==> config.mk <==
export PLATFORM = sky130hd
export DESIGN_NAME = alu_share_arbiter
export DESIGN_NICKNAME = d
export VERILOG_FILES = /design/src/rtl/alu_share_arbiter.sv
export SDC_FILE = /design/constraint.sdc
export NUM_CORES = 1
export LEC_CHECK = 0
export ABC_AREA = 0
export CAP_MARGIN = 20
export CORE_MARGIN = 2
export CORE_UTILIZATION = 35
export CTS_CLUSTER_DIAMETER = 30
export CTS_CLUSTER_SIZE = 28
export DETAILED_ROUTE_END_ITERATION = 12
export HOLD_SLACK_MARGIN = 0.05
export PLACE_DENSITY = 0.83
export SETUP_SLACK_MARGIN = 0.1
export SLEW_MARGIN = 30
export SYNTH_ARGS = -nofsm -noshare
export SYNTH_HDL_FRONTEND = slang
export SYNTH_SLANG_ARGS = --single-unit
==> constraint.sdc <==
create_clock -name clk_i -period 4.61 [get_ports clk_i]
set_input_delay 0.6915 -clock clk_i [delete_from_list [all_inputs] [get_ports clk_i]]
set_output_delay 0.6915 -clock clk_i [all_outputs]
set_load 0.02 [all_outputs]
==> src/rtl/alu_share_arbiter.sv <==
// ---------------------------------------------------------------------------
// alu_share_arbiter
// Time-shares one external combinational ALU among NUM_REQ requesters.
// A winner is picked per cycle, its op/operands are registered onto the ALU
// inputs, the ALU result and flags are captured one cycle later and returned
// on a valid/ready response channel tagged with the requester id.
//
// Build option:
//   ALU_ARB_FIXED_PRIO_EN  defined   -> fixed priority, lowest valid index wins
//                          undefined -> round-robin starting after the last
//                                       granted requester (default)
// ---------------------------------------------------------------------------
module alu_share_arbiter #(
  parameter int NUM_REQ = 2,
  parameter int XLEN    = 32,
  parameter int ID_W    = $clog2(NUM_REQ)
) (
  input  logic                    clk_i,
  input  logic                    rst_ni,
  input  logic [NUM_REQ-1:0]      req_valid_i,
  output logic [NUM_REQ-1:0]      req_ready_o,
  input  logic [NUM_REQ*5-1:0]    req_ctrl_i,
  input  logic [NUM_REQ*XLEN-1:0] req_a_i,
  input  logic [NUM_REQ*XLEN-1:0] req_b_i,
  output logic [4:0]              alu_ctrl_o,
  output logic [XLEN-1:0]         alu_a_o,
  output logic [XLEN-1:0]         alu_b_o,
  input  logic [XLEN-1:0]         alu_result_i,
  input  logic [2:0]              alu_flags_i,
  output logic                    rsp_valid_o,
  input  logic                    rsp_ready_i,
  output logic [ID_W-1:0]         rsp_id_o,
  output logic [XLEN-1:0]         rsp_result_o,
  output logic [2:0]              rsp_flags_o
);

  typedef enum logic [1:0] {
    IDLE = 2'd0,
    EXEC = 2'd1,
    RESP = 2'd2
  } state_e;

  state_e            state_q, state_d;
  logic [4:0]        alu_ctrl_q, alu_ctrl_d;
  logic [XLEN-1:0]   alu_a_q, alu_a_d;
  logic [XLEN-1:0]   alu_b_q, alu_b_d;
  logic [ID_W-1:0]   id_q, id_d;
  logic              rsp_valid_q, rsp_valid_d;
  logic [ID_W-1:0]   rsp_id_q, rsp_id_d;
  logic [XLEN-1:0]   rsp_result_q, rsp_result_d;
  logic [2:0]        rsp_flags_q, rsp_flags_d;

  logic [NUM_REQ-1:0] grant;
  logic [ID_W-1:0]    grant_id;
  logic               accept_window;
  logic               accept;

`ifdef ALU_ARB_FIXED_PRIO_EN
  // Fixed priority: scan from the top so the lowest valid index is assigned last.
  always_comb begin
    grant_id = '0;
    for (int i = NUM_REQ - 1; i >= 0; i--) begin
      if (req_valid_i[i]) grant_id = ID_W'(i);
    end
    grant           = '0;
    grant[grant_id] = |req_valid_i;
  end
`else
  logic [ID_W-1:0] rr_q, rr_d;

  // Round-robin: scan from farthest to nearest after rr_q so the nearest wins.
  always_comb begin
    grant_id = '0;
    for (int k = NUM_REQ; k >= 1; k--) begin
      if (req_valid_i[(int'(rr_q) + k) % NUM_REQ]) grant_id = ID_W'((int'(rr_q) + k) % NUM_REQ);
    end
    grant           = '0;
    grant[grant_id] = |req_valid_i;
  end

  // The pointer moves to the winner only when a request is actually taken.
  always_comb begin
    rr_d = rr_q;
    if (accept) rr_d = grant_id;
  end

  // Pointer register; reset to the last index so requester 0 wins first.
  always_ff @(posedge clk_i or negedge rst_ni) begin
    if (!rst_ni) rr_q <= ID_W'(NUM_REQ - 1);
    else         rr_q <= rr_d;
  end
`endif

  // A new request can be taken when idle, or when the pending response leaves this cycle.
  always_comb begin
    accept_window = (state_q == IDLE) || ((state_q == RESP) && rsp_ready_i);
    req_ready_o   = accept_window ? grant : '0;
    accept        = accept_window && (|req_valid_i);
  end

  // Next-state, operand latching and response capture.
  always_comb begin
    // NOTE: every _d gets its hold value first so no path through the case
    // leaves a variable unassigned, which would otherwise infer a latch.
    state_d      = state_q;
    alu_ctrl_d   = alu_ctrl_q;
    alu_a_d      = alu_a_q;
    alu_b_d      = alu_b_q;
    id_d         = id_q;
    rsp_valid_d  = rsp_valid_q;
    rsp_id_d     = rsp_id_q;
    rsp_result_d = rsp_result_q;
    rsp_flags_d  = rsp_flags_q;

    case (state_q)
      IDLE: if (accept) state_d = EXEC;
      EXEC: begin
        rsp_valid_d  = 1'b1;
        rsp_id_d     = id_q;
        rsp_result_d = alu_result_i;
        rsp_flags_d  = alu_flags_i;
        state_d      = RESP;
      end
      RESP: begin
        if (rsp_ready_i) begin
          rsp_valid_d = 1'b0;
          state_d     = accept ? EXEC : IDLE;
        end
      end
      default: state_d = IDLE;
    endcase

    if (accept) begin
      alu_ctrl_d = req_ctrl_i[grant_id*5 +: 5];
      alu_a_d    = req_a_i[grant_id*XLEN +: XLEN];
      alu_b_d    = req_b_i[grant_id*XLEN +: XLEN];
      id_d       = grant_id;
    end
  end

  // State and datapath registers; reset discards any in-flight operation.
  always_ff @(posedge clk_i or negedge rst_ni) begin
    // NOTE: non-blocking assignments so every register samples pre-edge values.
    if (!rst_ni) begin
      state_q      <= IDLE;
      alu_ctrl_q   <= '0;
      alu_a_q      <= '0;
      alu_b_q      <= '0;
      id_q         <= '0;
      rsp_valid_q  <= 1'b0;
      rsp_id_q     <= '0;
      rsp_result_q <= '0;
      rsp_flags_q  <= '0;
    end else begin
      state_q      <= state_d;
      alu_ctrl_q   <= alu_ctrl_d;
      alu_a_q      <= alu_a_d;
      alu_b_q      <= alu_b_d;
      id_q         <= id_d;
      rsp_valid_q  <= rsp_valid_d;
      rsp_id_q     <= rsp_id_d;
      rsp_result_q <= rsp_result_d;
      rsp_flags_q  <= rsp_flags_d;
    end
  end

  assign alu_ctrl_o   = alu_ctrl_q;
  assign alu_a_o      = alu_a_q;
  assign alu_b_o      = alu_b_q;
  assign rsp_valid_o  = rsp_valid_q;
  assign rsp_id_o     = rsp_id_q;
  assign rsp_result_o = rsp_result_q;
  assign rsp_flags_o  = rsp_flags_q;

endmodule

---- Word-level counts from Yosys, hierarchy flattened ----
Index checks and enable logic that the tools add are counted.
word-level totals
  bits in latches ......................... 0
  memory bits (read-only) ................. 0
  memories ................................ 0
  memory bits (writable) .................. 0
  register bits after elaboration ......... 110
  logic and storage cells ................. 53
  output and inout port bits .............. 108
operators by class
  div/mod/pow operators ................... 0
  bitwise operators ....................... 3
  add/sub/neg operators ................... 2
  $mul .................................... 1
  equal/unequal tests ..................... 4
  shifts and indexed selects .............. 3
  magnitude comparators ................... 4
  reduce and logical (&&, ||, !) cells .... 9
  multiplexer cells ....................... 17
operators by type and width
  kind                   count
  $shiftx A64 B7 Y32     2
  $mux W1                11
  $shiftx A10 B5 Y5      1
  $lt A2 B3 Y1 const B   2
  $mux W2                3
  $pmux W2 S3            1
  $mul A1 B3 Y4 const B  1
  $ne A2 B2 Y1 const B   2
  $reduce_and A2 Y1      2
  $logic_and A1 B1 Y1    3
  $add A1 B1 Y1 const B  2
  $and A1 B1 Y1 const A  2
  $and A2 B2 Y2          1
  $eq A2 B1 Y1 const B   1
  $eq A2 B2 Y1 const B   1
  $logic_not A2 Y1       1
  $lt A1 B2 Y1 const B   1
  $pmux W1 S2            1
  $reduce_bool A2 Y1     1
  $reduce_or A2 Y1       1
  $demux W1 S1           1
  $ge A1 B1 Y1 const B   1
  $logic_or A1 B1 Y1     1

---- Depth between registers and ports, before layout ----
  depth in word-level cells ............... 13
  gate-level depth with buffers ........... 5
  depth with buffers taken out ............ 3

---- Worst setup path before layout ----
Ideal clock, no wire load.
  path type ............................... input to output
  start ................................... input port rsp_ready_i
  end ..................................... output port req_ready_o[1]
  setup slack ............................. 2.218 ns
  data arrival time ....................... 1.700 ns
  stages .................................. 4
  path buffers ............................ 2
  data required time ...................... 3.919 ns
  cells stage by stage .................... nor2b_4 buf_6 a2111oi_4 buf_6
between the ends
  cells in the longest elaborated chain, start to end .. 3
ends and longest elaborated chain
  what                 line  RTL
  from (decl)          31    input logic rsp_ready_i,
  $logic_and A1 B1 Y1  96    accept_window = (state_q == IDLE) || ((state_q == RESP) && rsp_ready_i);
  $logic_or A1 B1 Y1   96
  $mux W2              97    req_ready_o = accept_window ? grant : '0;
  to (decl)            21    output logic [NUM_REQ-1:0] req_ready_o,
No other way between the ends.

---- Worst setup path in the final report ----
Ends and elaborated chain as after synthesis.

==> parameters.txt <==
Parameter                              Value

Run status
  Result of the run ... completed

Routing
  Count of antenna-violating nets left after detailed routing ... 0
  Post-Route WL ... 15.23 mm
  Vias per Instance ... 5.253
  Routed length per instance ... 18.53 um
  DRC violations left ... 0
  Number of DRC violations after detailed-routing iteration 0 ... 329
  Router iterations before antenna repair ... 6
  Via count ... 4318

Die
  Count of standard-cell rows ... 42
  Top-level port count ... 286
  Std-Cell Core Area ... 13350 um2
  Vert. Die Dim ... 121.5 um
  Width of the die ... 121.5 um
  Starting density of the core ... 0.3621
  Full die area ... 14770 um2

Hold path
  Hold crit path type ... in2async

Final layout
  Number of fillers in the final layout ... 1071
  Fraction of the core area covered by cells at the end of the flow ... 0.6072
  Area grow syn2layout ... 67.69%
  Diodes inserted ... 0
  Sequential cell area ... 2758 um2
  Share of layout cells above drive strength 1 ... 0.1022
  Fin nets ... 819
  Multi-input combinational cell area ... 1670 um2

Timing
  Slew at the pin with the worst max-slew slack ... 0.7853 ns
  Setup skew after layout ... 0.007199 ns
  Final worst path period share ... 0.6506
  Highest clock frequency the design can meet ... 0.3334 GHz
  Post-route worst hold slack ... 0.3248 ns
  Setup repair after global routing missed its margin ... false
  Max Transition Viols Final ... 0
  Post-route setup TNS ... 0 ns
  Worst slew margin relative to its limit ... 0.4765
  Final worst path period need ... 2.999 ns
  Final Hold Fails ... 0
  Number of endpoints failing setup at the final stage ... 0

Yosys
  Syn nets ... 553
  Count of state elements after synthesis ... 110
  Fraction of the yosys area taken by sequential cells ... 0.5698
  Library cell with the largest summed area after synthesis ... sky130_fd_sc_hd__dfrtp_1
  Leading cell type by number of instances after synthesis ... sky130_fd_sc_hd__dfrtp_1
  Area contributors post-synth ... sky130_fd_sc_hd__dfrtp_1 (56%), sky130_fd_sc_hd__a221o_1 (10%), sky130_fd_sc_hd__o31a_1 (9.1%)
  Asr flop ratio synth ... 1.000
  Synthesized instance count ... 375
  Yosys top cell area share ... 0.5643
  Post-synth EDFFs ... 0
  Primary flip-flop cell chosen by synthesis mapping ... sky130_fd_sc_hd__dfrtp_1
  Count of cell types in the netlist ... 20
  Post-synthesis instance area ... 4833 um2
  Synthesized area per cell ... 12.89 um2
  Commonest cells in the netlist ... sky130_fd_sc_hd__dfrtp_1 (109), sky130_fd_sc_hd__inv_1 (61), sky130_fd_sc_hd__a221o_1 (50), sky130_fd_sc_hd__o31a_1 (50), sky130_fd_sc_hd__mux2_2 (36)
  Count of warnings emitted by yosys ... 0

Worst setup path
  Crit path launch type ... input port
  Maximum net fanout on the critical path ... 3
  Critical path data required time ... 3.92 ns
  Arrival time reported for the critical path endpoint ... 2.31 ns
  Type of the setup path with the least slack ... in2out
  Nature of the critical path endpoint ... primary output

Global routing
  First-pass GRT wire length ... 23.38 mm
  Largest net degree at the start of global routing ... 72
  GR Util met3 ... 0.06720
  Most Used Layer, Global Route ... met2
  Number of antenna violations at the first check in global routing ... 0
  Routing usage on met2 ... 0.3511
  Global-route usage over all layers ... 0.2036
  Vias in the first global route ... 4452
  Total congestion overflow after global routing ... 0
  Routing usage on met1 ... 0.2383

Power and ir drop
  Power Density ... 661.9 nW/um2
  Static leakage ... 0.003464 uW
  Power dissipated by switching net loads ... 1995 uW
  Switching Share ... 0.3718
  Worst VDD drop ... 0.2915 mV
  Design internal power ... 3370 uW
  Proportion of power drawn by combinational gates ... 0.521
  Share of total power in sequential cells ... 0.331
  Clock network fraction of design power ... 0.148

Clock tree
  Latest clock arrival within the worst-skew pair ... 0.34 ns
  Number of clock sinks seen by CTS ... 110
  Number of buffers added to fix hold violations after cts ... 0
  CTS clk-pin slew, worst paths ... 0.07 ns
  Number of H-tree levels ... 3
  Post-CTS Setup Bufs ... 0
  TritonCTS Buffers ... 9
  Worst-case clock buffer depth ... 2
  CTS resizes ... 0
  Clock tree from TritonCTS ... done
  Buffer type at the clock tree root ... sky130_fd_sc_hd__clkbuf_16

Run
  Maximum Capacitance Violations ... 0

Placed design
  Weighted congestion at the end of routability-driven global placement ... 0.7900
  Count of port buffers added during placement ... 285
  DP HPWL ... 11.03 mm
[cells by family (layout without fill, tap and decap cells)]
kind of cell,after synthesis,in the layout,share of synthesized area
simple gates,7,7,0.01139
flops,110,110,0.5698
mux,36,36,0.08387
buf+inv,97,368,0.08905
compound gates,125,125,0.2459
[worst max-delay path: stages]
cell and delay [ns]:
sky130_fd_sc_hd__clkdlybuf4s50_1 0.53, sky130_fd_sc_hd__nor2b_4 0.08, sky130_fd_sc_hd__a2111oi_4 0.34, sky130_fd_sc_hd__clkdlybuf4s50_1 0.66
[metrics by stage]
stage / worst slack (ns) / total power (uW) / std cells / cell area [um2]
6_report: 1.611 / 5365 / 822 / 8105
4_1_cts: 1.608 / 5393 / 821 / 8074
5_1_grt: 1.573 / 5660 / 822 / 8105
2_1_floorplan: 2.218 / 3228 / 375 / 4833
3_3_place_gp: 1.602 / 4488 / 805 / 7762
3_5_place_dp: 1.603 / 4582 / 805 / 7765
[state kept, by name, indices dropped and copies added, names as in the netlist]
register and count:
state_q 2, id_q 1, rsp_result_o 32, rr_q 1, alu_b_o 32, alu_a_o 32, rsp_id_o 1, rsp_valid_o 1
alu_ctrl_o 5, rsp_flags_o 3
[worst paths after layout]
| check | end | cells past startpoint | slack, ns | from |
|---|---|---|---|---|
| worst max register to register | alu_a_o[9] | 4 | 2.30 | state_q[1] |
| worst min-delay path | rsp_result_o[30] | 1 | 0.32 | rst_ni |
| max in group asynchronous | alu_b_o[7] | 2 | 3.26 | rst_ni |
| min in group clk_i | id_q | 1 | 0.49 | id_q |
| worst max-delay path | req_ready_o[1] | 4 | 1.61 | rsp_ready_i |
| worst min register to register | id_q | 1 | 0.49 | id_q |
[power by group through the flow]
stage / logic (uW) / registers, uW / clock network [uW]
floorplan: 961 / 2270 / 0
global placement: 2720 / 1760 / 0
detailed placement: 2790 / 1790 / 0
CTS: 2800 / 1780 / 815
global route: 2950 / 1840 / 866
finish: 2790 / 1780 / 793
[layout by cell type (no fill, tap or decap), drive strengths merged, types with 2 or more instances in the layout]
cell type and n:
a21o 3, a21oi 2, a221o 50, a222oi 19, buf 7, clkbuf 10
clkdlybuf4s50 284, clkinv 4, dfrtp 109, inv 62, mux2 36, nor2 2
nor2b 2, o31a 50
[layout make-up]
cell class                 instances  area share
clock buffer                      10     0.02948
clock inverter                     6    0.008645
inverter                          61     0.02825
multi-input combinational        168      0.2061
sequential                       110      0.3402
tap                              176     0.02717
timing repair buffer             291      0.3601
[layer usage]
layer / routed length, um / share of wire / up-vias
li1: - / - / 1962
met5: 0 / 0 / -
met4: 351 / 0.023 / 0
met1: 5674 / 0.37 / 2099
met2: 7696 / 0.51 / 229
met3: 1508 / 0.099 / 28
Note: power is estimated with default switching activity, not from simulation.
